$ cat config.mk
export PLATFORM = sky130hd
export DESIGN_NAME = booth_mul32
export DESIGN_NICKNAME = d
export VERILOG_FILES = /design/src/rtl/mul_pkg.sv /design/src/rtl/add32.sv /design/src/rtl/booth_mul32.sv
export SDC_FILE = /design/constraint.sdc
export NUM_CORES = 1
export LEC_CHECK = 0
export ABC_CLOCK_PERIOD_IN_PS = 8700
export BUFFER_PORTS_ARGS = -buffer_cell sky130_fd_sc_hd__buf_2
export CAP_MARGIN = 30
export CORE_ASPECT_RATIO = 0.7
export CORE_MARGIN = 5
export CORE_UTILIZATION = 60
export CTS_CLUSTER_SIZE = 24
export DETAILED_ROUTE_END_ITERATION = 12
export PLACE_DENSITY = 0.87
export REMOVE_ABC_BUFFERS = 1
export SLEW_MARGIN = 10
export SYNTH_ARGS = -nofsm -noshare
export SYNTH_HDL_FRONTEND = slang
export SYNTH_SLANG_ARGS = --single-unit
$ cat constraint.sdc
create_clock -name clk -period 8.7 [get_ports clk]
set_clock_uncertainty 0.2 [all_clocks]
set_input_delay 1.305 -clock clk [delete_from_list [all_inputs] [get_ports clk]]
set_output_delay 1.305 -clock clk [all_outputs]
set_load 0.005 [all_outputs]
$ cat src/rtl/mul_pkg.sv
// Shared types and constants for the sequential Booth multiplier and its adder.
package mul_pkg;

    localparam int WIDTH = 32;
    localparam int ITERS = 32;
    localparam int CNT_W = 6;

    typedef logic [1:0] state_t;
    localparam state_t IDLE = 2'd0;
    localparam state_t RUN  = 2'd1;
    localparam state_t DONE = 2'd2;

    // Booth pair {Q[0], Q_1}
    localparam logic [1:0] BOOTH_ADD = 2'b01;
    localparam logic [1:0] BOOTH_SUB = 2'b10;

    typedef struct packed {
        logic [2*WIDTH-1:0] product;
        logic               mul_overflow;
        logic               zero;
    } mul_rsp_t;

    // Overflow means the 64-bit product is not the sign extension of its low word.
    function automatic mul_rsp_t pack_result(input logic [2*WIDTH-1:0] p);
        mul_rsp_t r;
        r.product      = p;
        r.mul_overflow = (p[2*WIDTH-1:WIDTH] != {WIDTH{p[WIDTH-1]}});
        r.zero         = (p == '0);
        return r;
    endfunction

endpackage

$ cat src/rtl/add32.sv
// 32-bit add/subtract unit: Cin=1 inverts B, giving A - B in two's complement.
module ADD32
    import mul_pkg::*;
(
    input  logic [WIDTH-1:0] A,
    input  logic [WIDTH-1:0] B,
    input  logic             Cin,
    output logic [WIDTH-1:0] Add_Result,
    output logic             Add_Carry,
    output logic             Add_Overflow,
    output logic             Add_Sign,
    output logic             Zero
);

    logic [WIDTH-1:0] b_eff;
    logic [WIDTH:0]   sum;

    always_comb begin
        b_eff = Cin ? ~B : B;
        sum   = {1'b0, A} + {1'b0, b_eff} + {{WIDTH{1'b0}}, Cin};
    end

    assign Add_Result   = sum[WIDTH-1:0];
    assign Add_Carry    = sum[WIDTH];
    assign Add_Overflow = (A[WIDTH-1] == b_eff[WIDTH-1]) && (sum[WIDTH-1] != A[WIDTH-1]);
    assign Add_Sign     = sum[WIDTH-1];
    assign Zero         = (sum[WIDTH-1:0] == '0);

endmodule

$ cat src/rtl/booth_mul32.sv
// Sequential signed 32x32->64 radix-2 Booth multiplier; one add/sub/skip per clock
// through a single shared ADD32, 32 iterations per product.
module booth_mul32
    import mul_pkg::*;
#(
    parameter int WIDTH = 32    // ADD32 is fixed-width; only 32 is meaningful
) (
    input  logic               clk,
    input  logic               rst_n,
    input  logic               start,
    input  logic [WIDTH-1:0]   mcand,
    input  logic [WIDTH-1:0]   mplier,
    output logic               busy,
    output logic               done,
    output logic [2*WIDTH-1:0] product,
    output logic               mul_overflow,
    output logic               zero
);

    state_t             state;
    logic [WIDTH-1:0]   a_reg;
    logic [WIDTH-1:0]   q_reg;
    logic [WIDTH-1:0]   m_reg;
    logic               q_1;
    logic [CNT_W-1:0]   cnt;

    logic [1:0]         booth_sel;
    logic               op_add;
    logic               op_sub;
    logic               op_taken;
    logic [WIDTH-1:0]   add_res;
    logic               add_ovf;
    logic [WIDTH-1:0]   a_sel;
    logic               msb_in;
    logic [WIDTH-1:0]   a_next;
    logic [WIDTH-1:0]   q_next;
    logic               last_iter;
    mul_rsp_t           rsp_next;

    assign booth_sel = {q_reg[0], q_1};
    assign op_add    = (booth_sel == BOOTH_ADD);
    assign op_sub    = (booth_sel == BOOTH_SUB);
    assign op_taken  = op_add | op_sub;

    ADD32 u_add (
        .A            (a_reg),
        .B            (m_reg),
        .Cin          (op_sub),
        .Add_Result   (add_res),
        .Add_Carry    (),
        .Add_Overflow (add_ovf),
        .Add_Sign     (),
        .Zero         ()
    );

    // Shifting in the true sign (result MSB xor overflow) keeps A correct when
    // M = -2^31 pushes the partial sum outside 32-bit range.
    always_comb begin
        a_sel    = op_taken ? add_res : a_reg;
        msb_in   = op_taken ? (add_res[WIDTH-1] ^ add_ovf) : a_reg[WIDTH-1];
        a_next   = {msb_in, a_sel[WIDTH-1:1]};
        q_next   = {a_sel[0], q_reg[WIDTH-1:1]};
        rsp_next = pack_result({a_next, q_next});
    end

    assign last_iter = (cnt == CNT_W'(ITERS - 1));

    always_ff @(posedge clk or negedge rst_n) begin
        if (!rst_n) begin
            state        <= IDLE;
            a_reg        <= '0;
            q_reg        <= '0;
            m_reg        <= '0;
            q_1          <= 1'b0;
            cnt          <= '0;
            product      <= '0;
            mul_overflow <= 1'b0;
            zero         <= 1'b0;
        end else begin
            case (state)
                IDLE: begin
                    if (start) begin
                        m_reg <= mcand;
                        q_reg <= mplier;
                        a_reg <= '0;
                        q_1   <= 1'b0;
                        cnt   <= '0;
                        state <= RUN;
                    end
                end
                RUN: begin
                    a_reg <= a_next;
                    q_reg <= q_next;
                    q_1   <= q_reg[0];
                    cnt   <= cnt + CNT_W'(1);
                    if (last_iter) begin
                        product      <= rsp_next.product;
                        mul_overflow <= rsp_next.mul_overflow;
                        zero         <= rsp_next.zero;
                        state        <= DONE;
                    end
                end
                DONE:    state <= IDLE;
                default: state <= IDLE;
            endcase
        end
    end

    assign busy = (state == RUN);
    assign done = (state == DONE);

endmodule

# Word level (Yosys, flattened, before mapping)
# Cells that the tools add are included.
totals:
  out_inout_bits: 68
  in_bits: 67
  elab_cells: 47
  ramBits: 0
  romBits: 0
  n_memories: 0
  latch_bits: 0
  register_bits: 171
op_classes:
  reduce_logical: 8
  addsub: 3
  mul: 0
  n_lt_le_gt_ge: 0
  mux: 14
  n_bitwise: 3
  div_mod_pow: 0
  eq_ne: 10
  shifts: 0
ops:
  columns: ["op", "count"]
  rows:
  - ["$mux 32", 4]
  - ["$pmux 32 s2", 2]
  - ["$logic_not 64->1", 1]
  - ["$add 32x1->32", 1]
  - ["$add 32x32->32", 1]
  - ["$ne 32x32->1", 1]
  - ["$not 32->32", 1]
  - ["$pmux 6 s2", 1]
  - ["$reduce_and 2->1", 4]
  - ["$add 6x1->6 const B", 1]
  - ["$eq 6x5->1 const B", 1]
  - ["$mux 6", 1]
  - ["$eq 2x1->1 const B", 2]
  - ["$eq 2x2->1 const B", 2]
  - ["$mux 2", 2]
  - ["$pmux 2 s2", 1]
  - ["$logic_not 2->1", 1]
  - ["$mux 1", 2]
  - ["$ne 2x1->1 const B", 1]
  - ["$ne 2x2->1 const B", 1]
  - ["$pmux 1 s2", 1]
  - ["$reduce_bool 2->1", 1]
  - ["$eq 1x1->1", 1]
  - ["$logic_and 1x1->1", 1]
  - ["3 further kinds", 3]

# Longest topological paths before layout
logic_depth:
  ltp_word: 9
  mapped_depth: 18
  ltp_nobuf: 16

# Cells and area by module
# Synthesis repeated with hierarchy kept, for this count alone.
unflattened:
  hier_cells: 1110
  hier_area_um2: 10159.7
by_module_without_submodules:
  columns: ["module", "instances", "area_per_inst_um2", "cells_each", "seq_area_each_um2"]
  rows:
  - ["booth_mul32", 1, 7562.3, 754, 4279.1]
  - ["ADD32", 1, 2597.5, 356, 0.0]

# Worst setup path after synthesis
# Ideal clock, no wire load.
synth_path:
  path_type: "register to register"
  from: "register q_1"
  to: "register mul_overflow"
  setup_ns: 0.134
  path_stages_with_launch: 17
  required_ns: 8.366
  arrival_time_ns: 4.129
  n_path_buf: 2
  period_less_slack_ns: 4.462
  slack_ns: 4.238
  path_cell_list: "dfrtp_1 > inv_1 > ha_1 > clkbuf_1 > clkbuf_1 > xor2_1 > fa_1 > a21o_1 > a221oi_4 > a2bb2oi_2 > mux2i_1 > or4_4 > o21ai_2 > nand4_1 > or4b_1 > o31ai_1 > a31oi_1"
synth_between:
  elab_chain_len: 9
  word_cells_on_any_way: 13
  cone_classes: "add/sub: 2; eq/ne: 5; mux: 3; bitwise: 2; reduce/logical: 1"
synth_rtl:
  columns: ["item", "line", "source"]
  rows:
  - ["from (decl)", "booth_mul32.sv:24", "logic q_1;"]
  - ["from (signal assigned)", "booth_mul32.sv:94", "q_1 <= q_reg[0];"]
  - ["$eq 2x2->1", "booth_mul32.sv:42", "assign op_sub = (booth_sel == BOOTH_SUB);"]
  - ["$mux 32", "add32.sv:19", "b_eff = Cin ? ~B : B;"]
  - ["$add 32x32->32", "add32.sv:20", "sum = {1'b0, A} + {1'b0, b_eff} + {{WIDTH{1'b0}}, Cin};"]
  - ["$add 32x1->32", "add32.sv:20", null]
  - ["$ne 1x1->1", "add32.sv:25", "assign Add_Overflow = (A[WIDTH-1] == b_eff[WIDTH-1]) && (sum[WIDTH-1] != A[WIDTH-1]);"]
  - ["$logic_and 1x1->1", "add32.sv:25", null]
  - ["$xor 1x1->1", "booth_mul32.sv:60", "msb_in = op_taken ? (add_res[WIDTH-1] ^ add_ovf) : a_reg[WIDTH-1];"]
  - ["$mux 1", "booth_mul32.sv:60", null]
  - ["$ne 32x32->1 *", "mul_pkg.sv:27", "r.mul_overflow = (p[2*WIDTH-1:WIDTH] != {WIDTH{p[WIDTH-1]}});"]
  - ["to (signal assigned)", "booth_mul32.sv:98", "mul_overflow <= rsp_next.mul_overflow;"]
  - ["to (decl)", "booth_mul32.sv:16", "output logic mul_overflow,"]
# Mark *: on every way between the ends. The rest lies on a longest branch, timed or not.
# A chain may end at the register's enable or synchronous reset.

# Worst setup path in the final report
# Ends and elaborated chain as after synthesis.

==> results.ini <==
[pwr]
p_leak_nw=5.15
power.density_nw_per_um2=436
total_power_mw=4.91
peakVddDrop_v=0.000231

[yosys]
synth_edf_count=0
synth_compound_area_share_pct=20.1
ys_types=67
synth_top_area_share_pct=43.7
synth_fa_ha_area_share_pct=4.78
synth_simple_gate_area_share_pct=18.5
ys_ff_latch=171
avgSynthCellArea_um2=8.97
muxShareOfSynthArea_pct=4.85
synth_async_sr_flop_share_pct=100
syn-cell-area_um2=9800
yosys_warnings=0
syn_inst=1092
synth.yosys.seq_area_share_pct=43.7
synthTopCellsByArea=dfrtp_1, nand2_1, o21ai_0
yosys.area.top_type=dfrtp_1
synthFlopType=dfrtp_1
synth_top_family_by_area=compound AO/OA/AOI/OAI gates
synth_common_cells=nand2_1, dfrtp_1, o21ai_0
yosysMostFrequentCell=nand2_1
synth-xor-area-share_pct=5.09

[placed_design]
port_buffers=134
place_hpwl_mm=19.1
gp_congestion=0.970

[cells_and_area]
multi_input_area_um2=5250
fill_cells=1266
largest_reg_flops=64
nets=1299
regArea_um2=4280
top_register=product
antenna_cells=0
syn_to_final_growth_pct=14.9
final_util_pct=69.7
final_layout_size_suffix_gt1_share_pct=19.4

[timing]
relSlewSlack_pct=36.5
layout_min_cycle_time_ns=5.02
tns_ns=0
tightest_slew_ns=0.951
maxSlewViolCount=0
fmax_ghz=0.199
finalHoldViolations=0
post-route-period-util_pct=57.7
grt_setup_unrepaired=false
setup-violations-final=0

[setup_path]
critPathLaunchType=flop
cp_cell_sequence=inv_1, ha_2, buf_4, xor2_1, ha_1, and3_4, a221oi_4, or3_4, a2111oi_2, o31a_1, o31ai_1, a2111oi_0, nand4_1, or4_1, o31ai_1, a31oi_1
worstPathArrival_ns=5.13
path_common_cell=o31ai_1
crit_required_ns=8.80
crit_path_max_incr_delay_ns=0.53
crit_path_top_delay_cell=or4_1
worstSetupEndpointType=flop
critical_path.max_fanout=32
path_class=reg2reg

[cts]
clockRootBuffer=clkbuf_16
post-cts-setup-buffers=0
ctsHoldBuffers=0
ctsResizeCount=0
insertion_delay_ns=0.44
cts_sinks=171
cts_buffers=17
cts_tree=built
cts.clk_slew.worst_paths_ns=0.08
htreeDepth=4
clk_path_buf_depth=2

[floorplan]
die_area_um2=19000
start_util_pct=60.7
rows=39
die_h_um=117
io_pins=135
coreArea_um2=16200
die_x_um=163

[drt]
num_vias=8856
drc=0
drt_iter0_drc=1088
routed_via_density=6.18
dr.pass1.iters=6
antenna_left=0
drt_wl_total_mm=27.6
wl_per_cell_um=19.2

[grt]
grt_pass1_wl_mm=44.5
grt_max_degree=84
track_usage_pct=29.3
grt_pass1_vias=8534
grt_overflow_total=0
antenna_found_initial=0

[job]
cap_violations=0

[outcome]
status=finished clean

[worst_hold_path]
hold_class=reg2reg

## final timing paths
path / startpoint / end / slack [ns] / depth (start not counted)
setup / recovery: q_1 / mul_overflow / 3.68 / 16
hold / removal: product[20] / product[20] / 0.27 / 2
setup reg to reg: q_1 / mul_overflow / 3.68 / 16
hold reg to reg: product[20] / product[20] / 0.27 / 2
max in group asynchronous: rst_n / cnt[5] / 5.80 / 3
min in group asynchronous: rst_n / m_reg[7] / 0.67 / 1
## critical path, delay by kind of cell, from the launching register on
| family | cells | cell delay (ns) |
|---|---|---|
| AOI/OAI and AO/OA | 7 | 1.49 |
| xor gates and xnor gates | 1 | 0.17 |
| adders and majority gates | 2 | 0.66 |
| buffers and inverters | 2 | 0.53 |
| DFF | 1 | 0.38 |
| and+or+nand+nor | 4 | 1.40 |
## per-layer routing
metal	global-route usage, %	part of all wire [%]
met5	0	0
met4	8.32	1.9
met3	6.02	8.0
met2	45.0	45
met1	42.9	45
## power breakdown
part           internal [mW]  total [mW]  switching, mW
logic                   1.10        2.81           1.70
registers               1.07        1.34          0.266
clock network          0.406       0.761          0.355
total                   2.58        4.91           2.32
## kinds of logic after synthesis
group           count (synthesis)
flops                         171
compound gates                313
xor+xnor                       57
mux                            43
buf+inv                        75
simple gates                  396
fa+ha+maj                      37
## stage by stage
stage	cell area (µm²)	worst slack, ns	hold slack, ns	cells
global placement	10600	3.98	0.253	1400
global route	11300	3.38	0.291	1434
finish	11300	3.68	0.268	1434
detailed placement	10600	3.81	0.257	1401
floorplan	9550	3.11	0.258	1030
CTS	11200	3.74	0.276	1433
## cell type report
class	instances	area share (%)
flip-flops and latches	171	38.0
inverters	13	0.433
clock inverters	14	1.38
well taps	225	2.50
clock buffers	18	3.81
repair buffers	147	7.23
multi-input cells	846	46.6
## placed cells by master (no fill, tap or decap), drive strengths merged, types with 8 or more instances in the layout
| master | synthesis | routed |
|---|---|---|
| a211oi | 8 | 8 |
| a21o | 9 | 9 |
| a21oi | 73 | 73 |
| a22o | 16 | 16 |
| a22oi | 33 | 33 |
| buf | 12 | 147 |
| clkbuf | 50 | 18 |
| dfrtp | 171 | 171 |
| ha | 35 | 35 |
| inv | 12 | 18 |
| mux2 | 36 | 36 |
| nand2 | 238 | 238 |
| nand3 | 12 | 12 |
| nand4 | 18 | 18 |
| nor2 | 35 | 35 |
| nor2b | 36 | 36 |
| nor3 | 12 | 12 |
| nor4 | 12 | 12 |
| o211ai | 13 | 13 |
| o21ai | 112 | 112 |
| or3 | 8 | 8 |
| xnor2 | 18 | 18 |
| xor2 | 39 | 39 |
Power figures use the tool's default switching activity.
